<file path="src/rtl/writeback_stage_pkg.sv">
// Shared types for the writeback stage: bus/register widths, load encodings
// and the load formatting function used on the memory return path.
package writeback_stage_pkg;

  localparam int XLEN       = 32;
  localparam int REG_ADDR_W = 5;

  typedef logic [XLEN-1:0]       bus_type;
  typedef logic [REG_ADDR_W-1:0] reg_addr_t;

  typedef enum logic [2:0] {
    LOAD_LB  = 3'b000,
    LOAD_LH  = 3'b001,
    LOAD_LW  = 3'b010,
    LOAD_LBU = 3'b100,
    LOAD_LHU = 3'b101
  } load_op_type;

  typedef struct packed {
    logic    valid;
    bus_type data;
  } load_result_t;

  typedef struct packed {
    reg_addr_t rd;
    bus_type   data;
  } wb_entry_t;

  // Unsupported encodings come back invalid with zero data.
  function automatic load_result_t format_load(input logic [2:0] funct3,
                                               input logic [1:0] addr_lo,
                                               input bus_type    rdata);
    load_result_t r;
    logic [7:0]   b;
    logic [15:0]  h;
    b       = rdata[{addr_lo, 3'b000} +: 8];
    h       = rdata[{addr_lo[1], 4'b0000} +: 16];
    r.valid = 1'b1;
    r.data  = '0;
    case (funct3)
      LOAD_LB:  r.data = {{24{b[7]}}, b};
      LOAD_LBU: r.data = {24'b0, b};
      LOAD_LH:  r.data = {{16{h[15]}}, h};
      LOAD_LHU: r.data = {16'b0, h};
      LOAD_LW:  r.data = rdata;
      default:  r.valid = 1'b0;
    endcase
    return r;
  endfunction

endpackage

</file>
<file path="src/rtl/wb_fifo.sv">
// Small synchronous FIFO buffering ALU results while the register-file write
// port is busy with loads. Storage is not reset; only pointers and count are.
module wb_fifo #(
  parameter int DEPTH = 2,
  parameter int W     = 37
) (
  input  logic         clk,
  input  logic         rst,
  input  logic         push,
  input  logic [W-1:0] push_data,
  input  logic         pop,
  output logic [W-1:0] pop_data,
  output logic         empty,
  output logic         full
);

  localparam int PW = $clog2(DEPTH);
  localparam int CW = $clog2(DEPTH + 1);

  logic [W-1:0]  mem [DEPTH];
  logic [PW-1:0] wr_ptr;
  logic [PW-1:0] rd_ptr;
  logic [CW-1:0] count;
  logic          do_push;
  logic          do_pop;

  assign empty    = (count == '0);
  assign full     = (count == CW'(DEPTH));
  assign do_push  = push & ~full;
  assign do_pop   = pop & ~empty;
  assign pop_data = mem[rd_ptr];

  always_ff @(posedge clk) begin
    if (do_push) mem[wr_ptr] <= push_data;
  end

  // Power-of-two depth lets the pointers wrap naturally.
  always_ff @(posedge clk) begin
    if (rst) begin
      wr_ptr <= '0;
      rd_ptr <= '0;
      count  <= '0;
    end else begin
      if (do_push) wr_ptr <= wr_ptr + 1'b1;
      if (do_pop)  rd_ptr <= rd_ptr + 1'b1;
      case ({do_push, do_pop})
        2'b10:   count <= count + 1'b1;
        2'b01:   count <= count - 1'b1;
        default: count <= count;
      endcase
    end
  end

endmodule

</file>
<file path="src/rtl/writeback_stage.sv">
// Writeback stage: arbitrates loads (never stalled) against buffered/bypassed
// ALU results for the single register-file write port.
module writeback_stage
  import writeback_stage_pkg::*;
#(
  parameter int FIFO_DEPTH = 2
) (
  input  logic                  clk,
  input  logic                  rst,
  input  logic                  alu_valid,
  output logic                  alu_ready,
  input  logic [REG_ADDR_W-1:0] alu_rd,
  input  bus_type               alu_data,
  input  logic                  mem_valid,
  input  logic [REG_ADDR_W-1:0] mem_rd,
  input  logic [2:0]            mem_funct3,
  input  logic [1:0]            mem_addr_lo,
  input  bus_type               mem_rdata,
  output logic [REG_ADDR_W-1:0] rf_write_addr,
  output bus_type               rf_input_data,
  output logic                  rf_enable,
  output logic                  busy
);

  wb_entry_t    head;
  wb_entry_t    alu_entry;
  load_result_t ld;
  logic         fifo_push;
  logic         fifo_pop;
  logic         fifo_empty;
  logic         fifo_full;
  logic         alu_fire;
  logic         sel_write;
  reg_addr_t    sel_rd;
  bus_type      sel_data;

  // Ready depends only on the registered fill level, never on this cycle's pop.
  assign alu_ready = ~rst & ~fifo_full;
  assign alu_fire  = alu_valid & alu_ready;
  assign alu_entry = '{rd: alu_rd, data: alu_data};
  assign ld        = format_load(mem_funct3, mem_addr_lo, mem_rdata);

  wb_fifo #(
    .DEPTH (FIFO_DEPTH),
    .W     ($bits(wb_entry_t))
  ) u_fifo (
    .clk       (clk),
    .rst       (rst),
    .push      (fifo_push),
    .push_data (alu_entry),
    .pop       (fifo_pop),
    .pop_data  (head),
    .empty     (fifo_empty),
    .full      (fifo_full)
  );

  always_comb begin
    fifo_push = 1'b0;
    fifo_pop  = 1'b0;
    sel_write = 1'b0;
    sel_rd    = '0;
    sel_data  = '0;
    if (!rst) begin
      if (mem_valid) begin
        sel_write = ld.valid & (mem_rd != '0);
        sel_rd    = mem_rd;
        sel_data  = ld.data;
        fifo_push = alu_fire;
      end else if (!fifo_empty) begin
        fifo_pop  = 1'b1;
        sel_write = (head.rd != '0);
        sel_rd    = head.rd;
        sel_data  = head.data;
        fifo_push = alu_fire;
      end else if (alu_fire) begin
        sel_write = (alu_rd != '0);
        sel_rd    = alu_rd;
        sel_data  = alu_data;
      end
    end
  end

  always_ff @(posedge clk) begin
    if (rst) begin
      rf_enable     <= 1'b0;
      rf_write_addr <= '0;
      rf_input_data <= '0;
    end else begin
      rf_enable     <= sel_write;
      rf_write_addr <= sel_rd;
      rf_input_data <= sel_data;
    end
  end

  assign busy = ~fifo_empty | rf_enable;

endmodule

</file>
<file path="config.mk">
export PLATFORM = sky130hd
export DESIGN_NAME = writeback_stage
export DESIGN_NICKNAME = d
export VERILOG_FILES = /design/src/rtl/writeback_stage_pkg.sv /design/src/rtl/wb_fifo.sv /design/src/rtl/writeback_stage.sv
export SDC_FILE = /design/constraint.sdc
export NUM_CORES = 1
export LEC_CHECK = 0
export CAP_MARGIN = 10
export CORE_ASPECT_RATIO = 0.5
export CORE_MARGIN = 5
export CORE_UTILIZATION = 30
export DETAILED_ROUTE_END_ITERATION = 10
export GPL_ROUTABILITY_DRIVEN = 0
export PLACE_DENSITY = 0.54
export SYNTH_ARGS = -nofsm -noshare
export SYNTH_HDL_FRONTEND = slang
export SYNTH_SLANG_ARGS = --single-unit
</file>
<file path="constraint.sdc">
create_clock -name clk -period 2.88 [get_ports clk]
set_input_delay 0.288 -clock clk [delete_from_list [all_inputs] [get_ports clk]]
set_output_delay 0.288 -clock clk [all_outputs]
set_load 0.02 [all_outputs]
</file>
==> flow_metrics.tcl <==
set metrics [dict create \
    synth_edf_count 74 \
    crit_path_end "alu_ready" \
    dpl.hpwl_um 10410 \
    mappedNetlistNets 498 \
    syn_to_final_growth_pct 41.45 \
    fillCellCount 1575 \
    cts_tree "yes" \
    cts_buffer_depth 2 \
    ioPinCount 123 \
    powerDensity_nw_per_um2 657.7 \
    peakVddDrop_mv 0.4020 \
    antenna_found_initial 0 \
    start_util 0.3103 \
    cts_resized 0 \
    worst_pin_slew_ps 932.3 \
    first_pass_iters 6 \
    vias_per_cell 4.779 \
    fmax_ghz 0.4499 \
    coreArea_um2 16600 \
    drive_gt1_frac 0.1574 \
    period_needed_ps 2223 \
    rr_worst_depth 4 \
    final_area_um2 7284 \
    critPathLaunchType "flip-flop" \
    drv_slew 0 \
    fin_nets 630 \
    diodes 0 \
    hold_violations 0 \
    synth.distinct_cells 47 \
    rsz0062_at_grt "false" \
    clock_latency_ps 400 \
    grtUsageTotal 0.1438 \
    p_leak_nw 2.509 \
    cp_max_fo 8 \
    grt_pass1_vias 3964 \
    drt-initial-drc-count 259 \
    timing.rr.end "rf_enable" \
    grt_pass1_wl_um 22090 \
    cts_root_buf "clkbuf_16" \
    tns_ps 0 \
    ys_warn_count 0 \
    wirelength_um 14350 \
    rows 33 \
    final_common_cell "clkdlybuf4s50_1" \
    mostFrequentLayoutCells "122 x clkdlybuf4s50_1, 74 x edfxtp_1, 53 x nor2_1" \
    grt_max_degree 35 \
    maxCapViolCount 0 \
    gr-total-overflow 0 \
    wire_per_inst_um 18.25 \
    status "finished clean" \
    max_slew_margin 0.3784 \
    cts_buffers 17 \
    end_kind "output port" \
    cts.sinks 117 \
    clkSlewWorstSetupHoldPaths_ps 60 \
    synth_seq_cells 117 \
    chipHeight_um 102.6 \
    h-tree-depth 4 \
    syn-cell-area_um2 5150 \
    postPlaceCellArea_um2 6665 \
    dr_total_vias 3756 \
    crit_type "reg -> out" \
    synth_seq_area_share 0.5986 \
    post_cts_buffers 0 \
    drtAntennaViolNets 0 \
    die_area_um2 20050 \
    cts_hold_buf 0 \
    die_x_um 195.3 \
    synthCells 414 \
    r2r_slack_ps 780 \
    port_buffers 122 \
    timing.final.crit_share 0.7718 \
    cp_data_arrival_time_ps 1930 \
    hold_path.class "in -> reg" \
    required_ps 2590 \
    postSynth.asyncResetShare 0 \
    drc 0 \
    startpoint "u_fifo.count[0]" \
    fin_skew_ps 5.773 \
    synth-main-ff-cell "edfxtp_1" \
    syn_area_per_cell_um2 12.44 \
    setup_viol 0 \
]
worst max-delay path, cell delays in order (launching register included):
cell and delay (ps):
dfxtp_1 580, inv_1 120, a21oi_1 190, clkdlybuf4s50_1 650
flip-flops by register name, summed over array words and instances, names as in the netlist, named ones only:
name / count
u_fifo.mem: 74
rf_enable: 1
u_fifo.wr_ptr: 1
u_fifo.rd_ptr: 1
u_fifo.count: 2
rf_write_addr: 5
rf_input_data: 32
final cells by class:
class / instances / area (µm²) / share of cell area
well taps: 227 / 284.0 / 0.03899
multi-input cells: 250 / 1837 / 0.2521
clock buffers: 20 / 466.7 / 0.06407
clock inverters: 12 / 152.6 / 0.02095
repair buffers: 141 / 1389 / 0.1907
flip-flops and latches: 117 / 3084 / 0.4234
inverters: 19 / 71.32 / 0.009790
worst min-delay path by stage:
stage	from	end	slack (ps)	cells after the start
5_1_grt	alu_data[22]	u_fifo.mem[1][22]	490	1
3_3_place_gp	u_fifo.rd_ptr	flip-flop	500	2
2_1_floorplan	alu_data[0]	u_fifo.mem[0][0]	390	0
6_report	mem_rd[4]	rf_write_addr[4]	490	3
4_1_cts	mem_rd[0]	rf_write_addr[0]	470	3
3_5_place_dp	u_fifo.rd_ptr	u_fifo.rd_ptr	500	2
per-layer routing:
metal	vias up	wire [µm]	track usage
met5	-	0	0
met4	0	160	0.04397
met3	13	643	0.03363
met2	84	6895	0.2360
met1	1815	6646	0.1925
li1	1844	-	-
synthesized netlist by cell type (2+ instances only):
cell / n / area, µm²
a22oi_1: 13 / 97.59
o21ai_1: 11 / 55.05
o31ai_1: 17 / 127.6
edfxtp_1: 74 / 2222
nor2_2: 2 / 12.51
a221oi_1: 8 / 70.07
clkbuf_1: 8 / 30.03
mux2_2: 21 / 236.5
inv_1: 18 / 67.56
o21ai_0: 7 / 35.03
nor3_1: 6 / 30.03
dfxtp_1: 43 / 860.8
buf_2: 10 / 50.05
nor4b_4: 2 / 47.55
buf_6: 5 / 56.30
o22ai_1: 17 / 106.4
a21oi_1: 22 / 110.1
buf_4: 5 / 37.54
or3_1: 3 / 18.77
mux2i_1: 28 / 280.3
a211oi_1: 6 / 45.04
xnor2_1: 3 / 26.28
a222oi_1: 7 / 70.07
nor2_1: 55 / 206.5
cells by family (layout without fill, tap and decap cells):
logic type	Yosys count	count (layout)	share of synthesized area
simple gates	81	81	0.08285
mux	49	49	0.1003
compound gates	115	115	0.1613
xor+xnor	4	4	0.006804
flops	117	117	0.5986
buf+inv	47	192	0.04762
fa+ha+maj	1	1	0.002429
through the flow:
| step | hold WS (ps) | total power, mW | instances | util | setup slack, ps |
|---|---|---|---|---|---|
| 6_report | 489.4 | 4.791 | 786 | 0.4389 | 657.2 |
| 5_1_grt | 486.9 | 4.976 | 786 | 0.4389 | 528.2 |
| 4_1_cts | 474.8 | 4.842 | 786 | 0.4389 | 656.5 |
| 3_5_place_dp | 498.6 | 2.660 | 754 | 0.4016 | 488.8 |
| 3_3_place_gp | 495.9 | 2.659 | 754 | 0.4016 | 502.8 |
| 2_1_floorplan | 386.9 | 2.321 | 414 | - | 50.89 |
power breakdown:
part | total [mW] | leakage, nW | internal [mW] | switching, mW
Sequential | 1.92 | 1.03 | 1.87 | 0.0556
Combinational | 0.695 | 1.20 | 0.346 | 0.349
Clock | 2.17 | 0.284 | 1.42 | 0.748
Note: power is estimated with default switching activity, not from simulation.
